===== config.mk =====
export PLATFORM = sky130hd
export DESIGN_NAME = if_stage
export DESIGN_NICKNAME = d
export VERILOG_FILES = /design/src/rtl/if_pkg.sv /design/src/rtl/ifid_reg.sv /design/src/rtl/if_stage.sv
export SDC_FILE = /design/constraint.sdc
export NUM_CORES = 1
export LEC_CHECK = 0
export ABC_AREA = 1
export CAP_MARGIN = 40
export CORE_ASPECT_RATIO = 0.75
export CORE_MARGIN = 2
export CORE_UTILIZATION = 26
export DETAILED_ROUTE_END_ITERATION = 10
export GPL_TIMING_DRIVEN = 0
export PLACE_DENSITY = 0.57
export SYNTH_ARGS = -nofsm -noshare
export SYNTH_HDL_FRONTEND = slang
export SYNTH_SLANG_ARGS = --single-unit

===== constraint.sdc =====
create_clock -name clk -period 3 [get_ports clk]
set_clock_uncertainty 0.05 [all_clocks]
set_input_delay 0.6 -clock clk [delete_from_list [all_inputs] [get_ports clk]]
set_output_delay 0.6 -clock clk [all_outputs]
set_load 0.005 [all_outputs]

===== src/rtl/if_pkg.sv =====
// rtl/if_pkg.sv - shared fetch-stage types and constants
package if_pkg;

  typedef enum logic [1:0] {
    FETCH = 2'd0,
    HOLD  = 2'd1,
    DRAIN = 2'd2
  } fetch_state_t;

  localparam logic [31:0] NOP_INST = 32'h0000_0013;
  localparam logic [31:0] PC_STEP  = 32'd4;

  function automatic logic [31:0] next_pc(input logic [31:0] pc);
    return pc + PC_STEP;
  endfunction

endpackage


===== src/rtl/ifid_reg.sv =====
// rtl/ifid_reg.sv - IF/ID pipeline register with write enable and bubble flush
module ifid_reg #(
  parameter logic [31:0] NOP_INST = if_pkg::NOP_INST
) (
  input  logic        clk,
  input  logic        rst,
  input  logic        we,
  input  logic        flush,
  input  logic [31:0] pc_in,
  input  logic [31:0] inst_in,
  output logic [31:0] pc_out,
  output logic [31:0] inst_out,
  output logic        valid_out
);

  logic [31:0] pc_q, pc_d;
  logic [31:0] inst_q, inst_d;
  logic        valid_q, valid_d;

  // Flush wins over a simultaneous write so a redirect never lets a stale fetch through.
  always_comb begin
    pc_d    = pc_q;
    inst_d  = inst_q;
    valid_d = valid_q;
    if (flush) begin
      pc_d    = 32'h0;
      inst_d  = NOP_INST;
      valid_d = 1'b0;
    end else if (we) begin
      pc_d    = pc_in;
      inst_d  = inst_in;
      valid_d = 1'b1;
    end
  end

  always_ff @(posedge clk) begin
    if (rst) begin
      pc_q    <= 32'h0;
      inst_q  <= NOP_INST;
      valid_q <= 1'b0;
    end else begin
      pc_q    <= pc_d;
      inst_q  <= inst_d;
      valid_q <= valid_d;
    end
  end

  assign pc_out    = pc_q;
  assign inst_out  = inst_q;
  assign valid_out = valid_q;

endmodule


===== src/rtl/if_stage.sv =====
// rtl/if_stage.sv - instruction fetch stage: PC, req/ack fetch FSM, skid buffer, IF/ID register
module if_stage
  import if_pkg::fetch_state_t;
  import if_pkg::FETCH;
  import if_pkg::HOLD;
  import if_pkg::DRAIN;
  import if_pkg::next_pc;
#(
  parameter logic [31:0] RESET_PC = 32'h0000_0000,
  parameter logic [31:0] NOP_INST = if_pkg::NOP_INST
) (
  input  logic        clk,
  input  logic        rst,
  input  logic        pcwrite,
  input  logic        ifidwrite,
  input  logic        pcsrc,
  input  logic        flush,
  input  logic [31:0] pc_target,
  output logic        imem_req,
  output logic [31:0] imem_addr,
  input  logic        imem_ack,
  input  logic [31:0] imem_rdata,
  output logic [31:0] pc_out,
  output logic [31:0] inst_out,
  output logic        valid_out
);

  fetch_state_t state_q, state_d;
  logic [31:0]  pc_q, pc_d;
  logic [31:0]  addr_q, addr_d;
  logic [31:0]  skid_q, skid_d;
  logic         req_q, req_d;
  logic         ifid_we;
  logic [31:0]  ifid_inst;
  logic         stall;
  logic [31:0]  pc_inc;

  assign stall  = !(pcwrite && ifidwrite);
  assign pc_inc = next_pc(pc_q);

  always_comb begin
    state_d   = state_q;
    pc_d      = pc_q;
    addr_d    = addr_q;
    skid_d    = skid_q;
    req_d     = req_q;
    ifid_we   = 1'b0;
    ifid_inst = imem_rdata;
    case (state_q)
      FETCH: begin
        // An ack is only honoured while our own request is up (e.g. not right after reset).
        if (!req_q) begin
          if (pcsrc) begin
            pc_d = pc_target;
          end else begin
            req_d  = 1'b1;
            addr_d = pc_q;
          end
        end else if (imem_ack) begin
          if (pcsrc) begin
            pc_d   = pc_target;
            addr_d = pc_target;
          end else if (stall) begin
            skid_d  = imem_rdata;
            req_d   = 1'b0;
            state_d = HOLD;
          end else begin
            ifid_we = 1'b1;
            pc_d    = pc_inc;
            addr_d  = pc_inc;
          end
        end else if (pcsrc) begin
          pc_d    = pc_target;
          state_d = DRAIN;
        end
      end
      HOLD: begin
        if (pcsrc) begin
          pc_d    = pc_target;
          addr_d  = pc_target;
          req_d   = 1'b1;
          state_d = FETCH;
        end else if (!stall) begin
          ifid_we   = 1'b1;
          ifid_inst = skid_q;
          pc_d      = pc_inc;
          addr_d    = pc_inc;
          req_d     = 1'b1;
          state_d   = FETCH;
        end
      end
      DRAIN: begin
        // Old request stays up with its original address until memory answers; data is discarded.
        if (pcsrc) begin
          pc_d = pc_target;
        end
        if (imem_ack) begin
          addr_d  = pcsrc ? pc_target : pc_q;
          state_d = FETCH;
        end
      end
      default: begin
        state_d = FETCH;
        req_d   = 1'b0;
      end
    endcase
  end

  always_ff @(posedge clk) begin
    if (rst) begin
      state_q <= FETCH;
      pc_q    <= RESET_PC;
      addr_q  <= RESET_PC;
      skid_q  <= 32'h0;
      req_q   <= 1'b0;
    end else begin
      state_q <= state_d;
      pc_q    <= pc_d;
      addr_q  <= addr_d;
      skid_q  <= skid_d;
      req_q   <= req_d;
    end
  end

  assign imem_req  = req_q;
  assign imem_addr = addr_q;

  ifid_reg #(
    .NOP_INST (NOP_INST)
  ) u_ifid_reg (
    .clk       (clk),
    .rst       (rst),
    .we        (ifid_we),
    .flush     (flush || pcsrc),
    .pc_in     (pc_q),
    .inst_in   (ifid_inst),
    .pc_out    (pc_out),
    .inst_out  (inst_out),
    .valid_out (valid_out)
  );

endmodule


After elaboration in Yosys (flattened, before gate mapping)
Index checks and enable logic that the tools add are counted.
{"block": "classes", "addsub": 1, "eq_ne": 10, "n_mux": 37, "n_bitwise": 2, "reduce_logical": 9}
{"cell": "$mux W32", "n": 14}
{"cell": "$pmux W32 S3", "n": 2}
{"cell": "$add A32 B3 Y32 const B", "n": 1}
{"cell": "$ne A3 B3 Y1 const B", "n": 6}
{"cell": "$mux W2", "n": 8}
{"cell": "$mux W1", "n": 10}
{"cell": "$reduce_and A4 Y1", "n": 2}
{"cell": "$pmux W2 S3", "n": 1}
{"cell": "$reduce_and A6 Y1", "n": 1}
{"cell": "$ne A2 B2 Y1 const B", "n": 2}
{"cell": "$pmux W1 S3", "n": 1}
{"cell": "$reduce_bool A3 Y1", "n": 1}
{"cell": "$eq A2 B1 Y1 const B", "n": 1}
{"cell": "$eq A2 B2 Y1 const B", "n": 1}
{"cell": "$logic_not A2 Y1", "n": 1}
{"cell": "$not A1 Y1", "n": 2}
{"cell": "$pmux W1 S2", "n": 1}
{"cell": "$reduce_and A2 Y1", "n": 1}
{"cell": "$reduce_or A2 Y1", "n": 1}
{"cell": "$logic_and A1 B1 Y1", "n": 1}
{"cell": "$logic_or A1 B1 Y1", "n": 1}
{"block": "totals", "regBits": 164, "out_inout_bits": 98}

Logic depth before layout (Yosys ltp)
Gate-level depths: netlist (run 1).
{"block": "depth", "depth_word": 6, "ltp_mapped": 14, "depth_no_buf": 14}

By module
A second synthesis (run 1) with hierarchy kept.
{"block": "unflattened", "cells_unflattened": 1816, "area_unflattened_um2": 10684.0}
{"mod": "if_stage", "instances": 1, "cells_per_inst": 1413, "area_each_um2": 8018.9, "seq_area_each_um2": 1981.9}
{"mod": "ifid_reg", "instances": 1, "cells_per_inst": 403, "area_each_um2": 2665.1, "seq_area_each_um2": 1301.2}

Worst setup path before layout (run 1)
OpenSTA, ideal clock, no wires.
{"block": "synth_path", "path_kind": "input-to-reg", "startpoint": "in pcsrc", "endpoint": "reg addr_q[3] (netlist: imem_addr[3])", "t_arrival_ps": 1727, "t_required_ps": 2818, "setup_slack_ps": 1091, "cell_stages": 9, "cell_sequence": "buf_4 > nor2_2 > inv_1 > or2_2 > o211a_1 > nand2_1 > o211ai_1 > nand3_1 > a21oi_1"}
{"block": "synth_between", "elab_chain_cells": 4, "word_cells_on_any_way": 8, "classes_between": "eq/ne (1); mux (6); reduce/logical (1)"}
{"item": "start, declared", "line_no": "if_stage.sv:16", "source": "input logic pcsrc,"}
{"item": "$mux W32", "line_no": "if_stage.sv:78", "source": "if (pcsrc) begin"}
{"item": "$mux W32", "line_no": "if_stage.sv:59", "source": "end else if (imem_ack) begin"}
{"item": "$mux W32", "line_no": "if_stage.sv:52", "source": "if (!req_q) begin"}
{"item": "$pmux W32 S3", "line_no": "if_stage.sv:49", "source": "case (state_q)"}
{"item": "end signal, assigned", "line_no": "if_stage.sv:119", "source": "addr_q <= addr_d;"}
{"item": "end, declared", "line_no": "if_stage.sv:30", "source": "logic [31:0] addr_q, addr_d;"}
Several ways; a longest one is shown, not always the timed one. The select of a mux whose other input is x is not followed.
A chain may end at the register's enable or synchronous reset.

Final worst setup path (run 1)
{"block": "layout_path", "startpoint": "in pcwrite", "endpoint": "reg u_ifid_reg.pc_q[10] (netlist: u_ifid_reg.pc_out[10])"}
{"block": "layout_between", "elab_chain_cells": 6}
{"item": "start, declared", "line_no": "if_stage.sv:14", "source": "input logic pcwrite,"}
{"item": "$logic_and A1 B1 Y1 (*)", "line_no": "if_stage.sv:38", "source": "assign stall = !(pcwrite && ifidwrite);"}
{"item": "$mux W1 (*)", "line_no": "if_stage.sv:63, if_stage.sv:83"}
{"item": "$mux W1 (*)", "line_no": "if_stage.sv:78"}
{"item": "$mux W1", "line_no": "if_stage.sv:59"}
{"item": "$mux W1", "line_no": "if_stage.sv:52"}
{"item": "$pmux W1 S2 (*)", "line_no": "if_stage.sv:49"}
{"item": "end signal, assigned", "line_no": "ifid_reg.sv:42", "source": "pc_q <= pc_d;"}
{"item": "end, declared", "line_no": "ifid_reg.sv:16", "source": "logic [31:0] pc_q, pc_d;"}
Every way passes the cells marked *; elsewhere a longest branch is shown, timed or not.

==> run_results.csv, run 1 <==
group,metric,value,unit
synthesis,synth_ff_type,"dfxtp_1",
routing,viasPerCell,5.16,
cts,numCtsBuffers,17,
setup_path,crit_fanout,10,
grt,use_met2,0.345,
layout,seqCellArea,3280,µm²
die,core,38500,µm²
setup_path,cp-end-kind,"flop",
synthesis,ys_top_cells_by_area,"dfxtp_1, nand2_1, a21oi_1, o21ai_0, nor2_1",
routing,via_count,12256,
cts,cts_sinks,164,
synthesis,synth_mux_area_frac,0.00294,
synthesis,yosys_warnings,0,
grt,grt_usage,0.227,
sta,min_period_over_period,0.988,
place,dp_hpwl,35600,µm
place,dp_slack,-0.349,ns
synthesis,synthCells,1658,
synthesis,yosys_register_bits,164,
synthesis,seq_area_frac_synth,0.321,
setup_path,cp-start-kind,"input port",
die,start_util,0.266,
hold_path,hp-class,"flop to flop",
routing,post-route-drc-count,0,
sta,slew_headroom,0.410,
layout,syn2layout_area_growth,28.6,%
setup_path,cp.required,3.25,ns
cts,cts-root-buf,"clkbuf_16",
run,cap_viol_max_count,0,
synthesis,synth_compound_gate_area_share,0.264,
grt,use_met3,0.0403,
cts,cts_buffer_depth,2,
setup_path,crit_path_end,"u_ifid_reg.pc_out[10]",
pwr,vdd_drop_max,457,µV
die,placement_rows,62,
synthesis,synth_async_sr_flop_share,0,
grt,use_met1,0.327,
synthesis,synth_top_family_by_area,"simple AND/OR/NAND/NOR gates",
die,dieArea,40900,µm²
routing,drt_first_pass_iters,6,
synthesis,synthXorXnorAreaFrac,0.00747,
die,die_x,233,µm
layout,final_util,0.342,
die,ioPinCount,169,
layout,nets,1923,
die,die_y,176,µm
cts,path_clk_slew,0.07,ns
layout,multi_input_area,5980,µm²
outcome,status,"complete, no violations",
place,gp_congestion,0.954,
cts,cts_tree,"done",
synthesis,synth-edff-count,0,
pwr,leakage,5.14,nW
routing,detail-route-antenna-nets,0,
sta,whs,0.403,ns
cts,clkLatencyLatePin,0.45,ns
synthesis,syn-mean-instance-area,6.16,µm²
synthesis,synth_area,10200,µm²
grt,antenna_found_initial,0,
synthesis,synth_cell_type_count,47,
pwr,total_power,9.54,mW
cts,cts_max_level,4,
grt,first_global_vias,11246,
grt,grt-busiest-layer,"met2",
place,port_buffers,167,
setup_path,arrival,3.22,ns
sta,setup_slack,0.0356,ns
layout,layout_common_cells,"nand2_1, a21oi_1, o21ai_0",
synthesis,synth_fp_nets,1734,
layout,fillerInstances,4243,
setup_path,r2r-end,"imem_addr[3]",
layout,drive_gt1_frac,0.0742,
sta,hold_viol_final,0,
sta,rsz0062_at_grt,"false",
layout,layout_commonest_cell,"nand2_1",
setup_path,rrSetupSlack,0.13,ns
synthesis,yosysTopAreaCell,"dfxtp_1",
routing,drtIter0Drc,1331,
synthesis,synth_top_area_share,0.321,
grt,grt_max_degree,19,
sta,maxSlewViolCount,0,
sta,setup_viol_count_final,0,
sta,max_freq,337,MHz
sta,tightest_slew,0.885,ns
pwr,p_per_area,726,nW/µm²
synthesis,yosys.area_share.simple,0.305,
grt,grt_pass1_wl,69800,µm
grt,grt.overflow.total,0,
setup_path,criticalPathCategory,"input port to flop",
setup_path,r2r_start,"state_q[0]",
setup_path,ff2ff_path_depth,9,
sta,period_minus_slack,2.96,ns
synthesis,synthAdderAreaFrac,0.00612,
setup_path,cp-startpoint,"pcwrite",
routing,wl_per_cell,19.8,µm
routing,drt-total-wl,47100,µm
cts,postCtsSetupRepairBufs,0,
sta,setup-tns-final,0,ns
[cells in the mapped netlist, drive strengths merged, types with 3 or more instances]
cell type    n
a211oi      26
a21oi      256
a31oi        4
buf         54
clkbuf      65
dfxtp      164
ha           5
inv        108
mux2i        3
nand2      540
nand3       67
nand3b       3
nand4        4
nor2       123
o211ai      20
o21ai      188
or2          6
xor2         7
[logic make-up after synthesis]
| family | count (synthesis) |
|---|---|
| adders and majority gates | 5 |
| xor gates and xnor gates | 7 |
| muxes | 3 |
| DFF | 164 |
| buffers and inverters | 230 |
| AOI/OAI and AO/OA | 503 |
| and+or+nand+nor | 746 |
[routing by layer]
layer	routed length [µm]	vias up	share of wire
met5	0	-	0
met4	884	0	0.019
met3	3940	63	0.084
met2	20600	557	0.44
met1	21600	5795	0.46
li1	-	5841	-
[final cells by class]
cell class | instances | area share
Antenna cell | 1 | 0.000190
Multi-Input combinational cell | 1264 | 0.455
Sequential cell | 164 | 0.250
Clock inverter | 15 | 0.0116
Inverter | 110 | 0.0314
Clock buffer | 17 | 0.0324
Tap cell | 512 | 0.0487
Timing Repair Buffer | 170 | 0.129
Buffer | 120 | 0.0411
[worst min path at each step]
stage	from	endpoint	slack [ns]	cells after the start
after floorplan	skid_q[10]	skid_q[10]	0.37	2
after global placement	skid_q[18]	skid_q[18]	0.39	2
after detailed placement	skid_q[7]	skid_q[7]	0.39	2
after CTS	skid_q[26]	skid_q[26]	0.40	2
after global routing	skid_q[14]	skid_q[14]	0.41	2
final	skid_q[25]	skid_q[25]	0.40	2
[registers in the layout (all words and copies together) (netlist names)]
| register | count |
|---|---|
| imem_addr | 32 |
| state_q | 2 |
| u_ifid_reg.pc_out | 32 |
| u_ifid_reg.inst_out | 32 |
| pc_q | 32 |
| skid_q | 32 |
| u_ifid_reg.valid_out | 1 |
| imem_req | 1 |
[power breakdown]
| group | switching [mW] | total [mW] | internal, mW |
|---|---|---|---|
| registers | 0.304 | 2.81 | 2.51 |
| logic | 3.02 | 4.47 | 1.45 |
| clock network | 1.14 | 2.26 | 1.11 |
| total | 4.47 | 9.54 | 5.07 |
[worst max-delay path: stages]
cell and delay, ns:
clkdlybuf4s50_1 0.58, nand2_1 0.26, nor2_2 0.49, nand2_1 0.36, inv_2 0.19, buf_2 0.25, buf_2 0.35, a211oi_1 0.12
[through the flow]
stage / area (µm²) / cells
floorplan: 10200 / 1658
global placement: 12500 / 2337
detailed placement: 12600 / 2340
CTS: 13100 / 2372
global route: 13100 / 2372
finish: 13100 / 2373
[timing repair]
| item | in CTS | in global routing |
|---|---|---|
| setup endpoints to repair | 0 | 4 |
| hold buffers | 0 | 0 |
| hold endpoints to repair | 0 | 0 |
| gates resized for setup | 0 | 4 |
Power figures use the tool's default switching activity.
==> run 2, diff against run 1 <==
==> constraint.sdc (replaced) <==
create_clock -name clk -period 3.05 [get_ports clk]
set_clock_uncertainty 0.05 [all_clocks]
set_input_delay 0.61 -clock clk [delete_from_list [all_inputs] [get_ports clk]]
set_output_delay 0.61 -clock clk [all_outputs]
set_load 0.005 [all_outputs]
==> run_results.csv, run 2 (synthesis results as in run 1) <==
group,metric,value,unit
die,start_util,0.266,
setup_path,critical-path-slowest-cell,"clkbuf_1",
sta,hold_viol_final,0,
sta,maxSlewViolCount,0,
routing,post-route-drc-count,0,
die,dieArea,40900,µm²
setup_path,cp.required,3.37,ns
hold_path,hp-class,"flop to flop",
pwr,vdd_drop_max,446,µV
setup_path,max_stage_delay,0.58,ns
grt,grt.overflow.total,0,
place,port_buffers,167,
layout,layout_common_cells,"nand2_1, a21oi_1, o21ai_0",
pwr,pwr-share-seq,0.295,
run,cap_viol_max_count,0,
cts,cts-root-buf,"clkbuf_16",
cts,postCtsSetupRepairBufs,0,
routing,detail-route-antenna-nets,0,
die,die_x,233,µm
pwr,clockPowerShare,0.237,
sta,whs,0.403,ns
cts,cts_max_level,4,
cts,path_clk_slew,0.07,ns
grt,first_global_vias,11246,
die,ioPinCount,169,
sta,tightest_slew,0.866,ns
routing,drtIter0Drc,1337,
place,dp_hpwl,35600,µm
setup_path,cp-end-kind,"flop",
setup_path,path_cells,"clkdlybuf4s50_1 -> nand2_1 -> nand2_2 -> inv_2 -> clkbuf_1 -> nand2_1 -> nand3_1 -> nand2_1 -> nand2_1 -> nand2_1 -> a21oi_1",
layout,layoutNonFillerInstCount,2373,
routing,via_count,12249,
pwr,p_int,4.99,mW
layout,final_util,0.342,
cts,cts_buffer_depth,2,
routing,viasPerCell,5.16,
sta,min_period_over_period,0.980,
sta,max_freq,335,MHz
setup_path,arrival,3.31,ns
place,place_inst,2340,
pwr,p_switching,4.39,mW
die,die_y,176,µm
pwr,swShare,0.468,
routing,drt_first_pass_iters,6,
layout,layout_commonest_cell,"nand2_1",
outcome,status,"complete, no violations",
grt,antenna_found_initial,0,
cts,cts_tree,"done",
cts,clkLatencyLatePin,0.45,ns
routing,wl_per_cell,19.8,µm
cts,numCtsBuffers,17,
routing,drt-total-wl,47100,µm
setup_path,crit_fanout,10,
pwr,p_per_area,714,nW/µm²
grt,grt_max_degree,19,
layout,drive_gt1_frac,0.0731,
setup_path,crit_top_cell,"nand2_1",
cts,cts_resized,0,
pwr,leakage,5.13,nW
grt,grt_pass1_wl,69800,µm
sta,slew_headroom,0.423,
die,core,38500,µm²
sta,period_minus_slack,2.99,ns
sta,setup_viol_count_final,0,
layout,nets,1923,
cts,hold_buffers,0,
grt,grt_usage,0.227,
setup_path,criticalPathCategory,"input port to flop",
cts,cts_sinks,164,
place,gp_congestion,0.954,
sta,rsz0062_at_grt,"false",
layout,syn2layout_area_growth,28.6,%
pwr,combinationalPowerShare,0.468,
die,placement_rows,62,
setup_path,cp-start-kind,"input port",
## run 2: worst max-delay path: cells and delay by family
kind | cells | cell delay [ns]
AO/OA/AOI/OAI | 1 | 0.13
buffers and inverters | 3 | 1.40
AND/OR/NAND/NOR | 7 | 1.14
## run 2: final timing paths
kind | depth (start not counted) | startpoint | slack (ns) | endpoint
setup / recovery | 11 | pcwrite | 0.06 | pc_q[17]
hold reg to reg | 2 | skid_q[25] | 0.40 | skid_q[25]
hold / removal | 2 | skid_q[25] | 0.40 | skid_q[25]
setup reg to reg | 9 | state_q[0] | 0.14 | imem_addr[3]
## run 2: metrics by stage
stage               total power [mW]  TNS (ns)  instance area [µm²]  worst slack, ns
detailed placement              7.07    -12.71                12600           -0.309
floorplan                       5.41         0                10200             1.13
global route                    9.92         0                13100           0.0100
CTS                             9.28         0                13100            0.151
finish                          9.38         0                13100           0.0617
global placement                7.02    -12.04                12500           -0.292
## run 2: power by group through the flow
stage	Sequential, mW	Clock [mW]	Combinational (mW)
after floorplan	2.72	0	2.69
after global placement	2.80	0	4.22
after detailed placement	2.80	0	4.26
after CTS	2.75	2.25	4.28
after global routing	2.80	2.34	4.78
final	2.76	2.22	4.39
## run 2: cell type report
| type | count | area, µm² |
|---|---|---|
| fillers | 4245 | 25300 |
| multi-input cells | 1264 | 5980 |
| flip-flops and latches | 164 | 3280 |
| repair buffers | 170 | 1700 |
| well taps | 512 | 641 |
| plain buffers | 120 | 538 |
| clock buffers | 17 | 425 |
| inverters | 110 | 413 |
| clock inverters | 15 | 153 |
| diodes | 1 | 2.50 |
## run 2: routing by layer
metal / vias to the layer above / part of all wire / track usage / wire (µm)
met5: - / 0 / 0 / 0
met4: 0 / 0.019 / 0.0632 / 885
met2: 566 / 0.44 / 0.345 / 20600
met3: 55 / 0.082 / 0.0403 / 3870
met1: 5786 / 0.46 / 0.327 / 21700
li1: 5842 / - / - / -
==> run 3, diff against run 2 <==
--- a/config.mk
+++ b/config.mk
@@ -5,8 +5,7 @@
 export SDC_FILE = /design/constraint.sdc
 export NUM_CORES = 1
 export LEC_CHECK = 0
-export ABC_AREA = 1
-export CAP_MARGIN = 40
+export CAP_MARGIN = 15
 export CORE_ASPECT_RATIO = 0.75
 export CORE_MARGIN = 2
 export CORE_UTILIZATION = 26
==> run_results.csv, run 3 <==
group,metric,value,unit
routing,detail-route-antenna-nets,0,
die,die_y,176,µm
sta,maxSlewViolCount,0,
synthesis,yosys_warnings,0,
layout,nets,1651,
sta,setup-tns-final,-0.120,ns
routing,via_count,12146,
setup_path,criticalPathCategory,"input port to flop",
cts,path_clk_slew,0.07,ns
setup_path,cp.depth,8,
sta,setup_slack,-0.0567,ns
die,core,38600,µm²
grt,first_global_vias,11293,
synthesis,synthCells,1385,
grt,antenna_found_initial,0,
outcome,violations,"negative setup slack",
grt,grt.overflow.total,0,
pwr,leakage,4.68,nW
routing,drtIter0Drc,1432,
die,placement_rows,62,
pwr,total_power,8.11,mW
cts,numCtsBuffers,17,
run,cap_viol_max_count,0,
cts,cts_sinks,164,
sta,min_period_over_period,1.02,
synthesis,synth_top_family_by_area,"compound AO/OA/AOI/OAI gates",
routing,viasPerCell,5.78,
setup_path,path_buf_inv,5,
setup_path,max_stage_delay,0.55,ns
sta,setup_viol_count_final,4,
setup_path,crit_family,"buffers and inverters",
synthesis,synth_area,10200,µm²
hold_path,min_path_cells,2,
synthesis,synth_ff_type,"dfxtp_1",
sta,period_minus_slack,3.11,ns
synthesis,yosysMostFrequentCell,"nand2_1",
setup_path,cp.required,3.29,ns
place,port_buffers,167,
sta,slew_headroom,0.237,
pwr,clockPowerShare,0.279,
routing,post-route-drc-count,0,
cts,cts_buffer_depth,2,
pwr,pwr-share-seq,0.320,
routing,drt_first_pass_iters,5,
synthesis,synthTopCellsByCount,"nand2_1, dfxtp_1, a21oi_1",
setup_path,rrSetupSlack,0.02,ns
layout,layoutNonFillerInstCount,2100,
cts,cts_max_level,4,
layout,drive_gt1_frac,0.0863,
routing,drt-total-wl,57000,µm
synthesis,yosysTopAreaCell,"dfxtp_1",
setup_path,cp-end-kind,"flop",
layout,syn2layout_area_growth,30.1,%
synthesis,synth-edff-count,0,
pwr,combinationalPowerShare,0.401,
outcome,status,"complete, but fails checks",
pwr,p_per_area,610,nW/µm²
sta,whs,0.405,ns
synthesis,synth_fp_nets,1461,
synthesis,synth_compound_gate_area_share,0.291,
sta,max_freq,322,MHz
place,gp_congestion,1.02,
synthesis,synth_async_sr_flop_share,0,
synthesis,seq_area_frac_synth,0.321,
hold_path,hp-class,"flop to flop",
pwr,swShare,0.420,
sta,tightest_slew,1.14,ns
synthesis,syn-mean-instance-area,7.38,µm²
die,dieArea,40900,µm²
setup_path,crit_fanout,10,
die,die_x,233,µm
setup_path,critical-path-slowest-cell,"clkdlybuf4s15_2",
synthesis,synthAdderAreaFrac,0.00612,
synthesis,ys_top_cells_by_area,"dfxtp_1, nand2_1, a21oi_1, o21ai_0, mux2i_1",
place,place_inst,2065,
pwr,p_int,4.70,mW
sta,rsz0062_at_grt,"false",
setup_path,path_cells,"clkdlybuf4s50_1 -> clkbuf_4 -> clkdlybuf4s15_2 -> clkbuf_2 -> clkbuf_2 -> o21ai_0 -> a31oi_1 -> nor3_1",
synthesis,synth_top_area_share,0.321,
grt,grt_usage,0.273,
setup_path,ff2ff_path_depth,7,
synthesis,synth_cell_type_count,80,
setup_path,crit_top_cell,"clkbuf_2",
layout,layout_commonest_cell,"nand2_1",
synthesis,yosys.area_share.simple,0.234,
synthesis,synthXorXnorAreaFrac,0.0326,
sta,hold_viol_final,0,
pwr,vdd_drop_max,399,µV
place,dp_hpwl,41100,µm
setup_path,cp-start-kind,"input port",
cts,cts-root-buf,"clkbuf_16",
synthesis,synth_mux_area_frac,0.0503,
grt,grt_max_degree,18,
routing,wl_per_cell,27.1,µm
cts,clkLatencyLatePin,0.47,ns
setup_path,arrival,3.35,ns
grt,grt_pass1_wl,80400,µm
cts,cts_tree,"done",
die,start_util,0.265,
layout,antenna_cells,0,
die,ioPinCount,169,
pwr,p_switching,3.41,mW
layout,layout_common_cells,"nand2_1, clkdlybuf4s50_1, dfxtp_1",
synthesis,yosys_register_bits,164,
[run 3: changes by cell type after synthesis, sizes merged, moves of 21 or more]
cell | previous run | this run
a21oi | 256 | 136
clkbuf | 65 | 106
inv | 108 | 20
mux2i | 3 | 48
nand2 | 540 | 239
nand3 | 67 | 36
nor2 | 123 | 100
nor3 | 1 | 31
o21ai | 188 | 99
xnor2 | 0 | 21
[run 3: timing repair]
action,in CTS,in global routing
setup endpoints to repair,128,94
hold buffers,0,0
setup buffers,3,4
pin swaps,1,0
gates resized for setup,40,34
[run 3: routing by layer]
metal / GRT usage / share of wire / wire length (µm)
met5: 0 / 0 / 0
met4: 0.0839 / 0.028 / 1590
met3: 0.0948 / 0.12 / 6810
met2: 0.392 / 0.41 / 23500
met1: 0.380 / 0.44 / 25100
[run 3: worst paths after layout]
check	from	to
setup / recovery	pcsrc	pc_q[4]
hold / removal	u_ifid_reg.pc_out[27]	u_ifid_reg.pc_out[27]
setup reg to reg	state_q[1]	pc_q[27]
hold reg to reg	u_ifid_reg.pc_out[27]	u_ifid_reg.pc_out[27]
[run 3: worst register-to-register path: cells and delay by family (launching register included)]
family                   cells  cell delay (ns)
AO/OA/AOI/OAI                3             0.78
adder cells (fa/ha/maj)      1             0.28
buffers and inverters        3             1.44
flip-flops                   1             0.34
[run 3: area by class of cell]
class | count | area, µm²
fillers | 4130 | 25300
multi-input cells | 1059 | 6310
flip-flops and latches | 164 | 3280
repair buffers | 175 | 1730
plain buffers | 138 | 667
well taps | 512 | 641
clock buffers | 18 | 429
clock inverters | 14 | 159
inverters | 20 | 75.1
[run 3: power by group through the flow]
| stage | Combinational, mW | Sequential (mW) | Clock [mW] |
|---|---|---|---|
| final | 3.25 | 2.60 | 2.26 |
| after CTS | 3.10 | 2.59 | 2.31 |
| after global placement | 3.06 | 2.64 | 0 |
| after floorplan | 1.72 | 2.58 | 0 |
| after detailed placement | 3.06 | 2.64 | 0 |
| after global routing | 3.40 | 2.62 | 2.39 |
[run 3: per-stage QoR]
| stage | area (µm²) | util | setup slack, ns |
|---|---|---|---|
| after floorplan | 10200 | - | 0.759 |
| after global placement | 12500 | 0.325 | -1.30 |
| after detailed placement | 12500 | 0.325 | -1.23 |
| after CTS | 13200 | 0.343 | 0.0133 |
| after global routing | 13300 | 0.345 | 0.00333 |
| final | 13300 | 0.345 | -0.0567 |
[run 3: logic make-up (layout without fill, tap and decap cells)]
logic type	Yosys count	in the layout
AND/OR/NAND/NOR	509	509
AO/OA/AOI/OAI	456	456
flip-flops	164	164
buffers and inverters	162	365
multiplexers	51	51
XOR/XNOR	38	38
adder cells (fa/ha/maj)	5	5
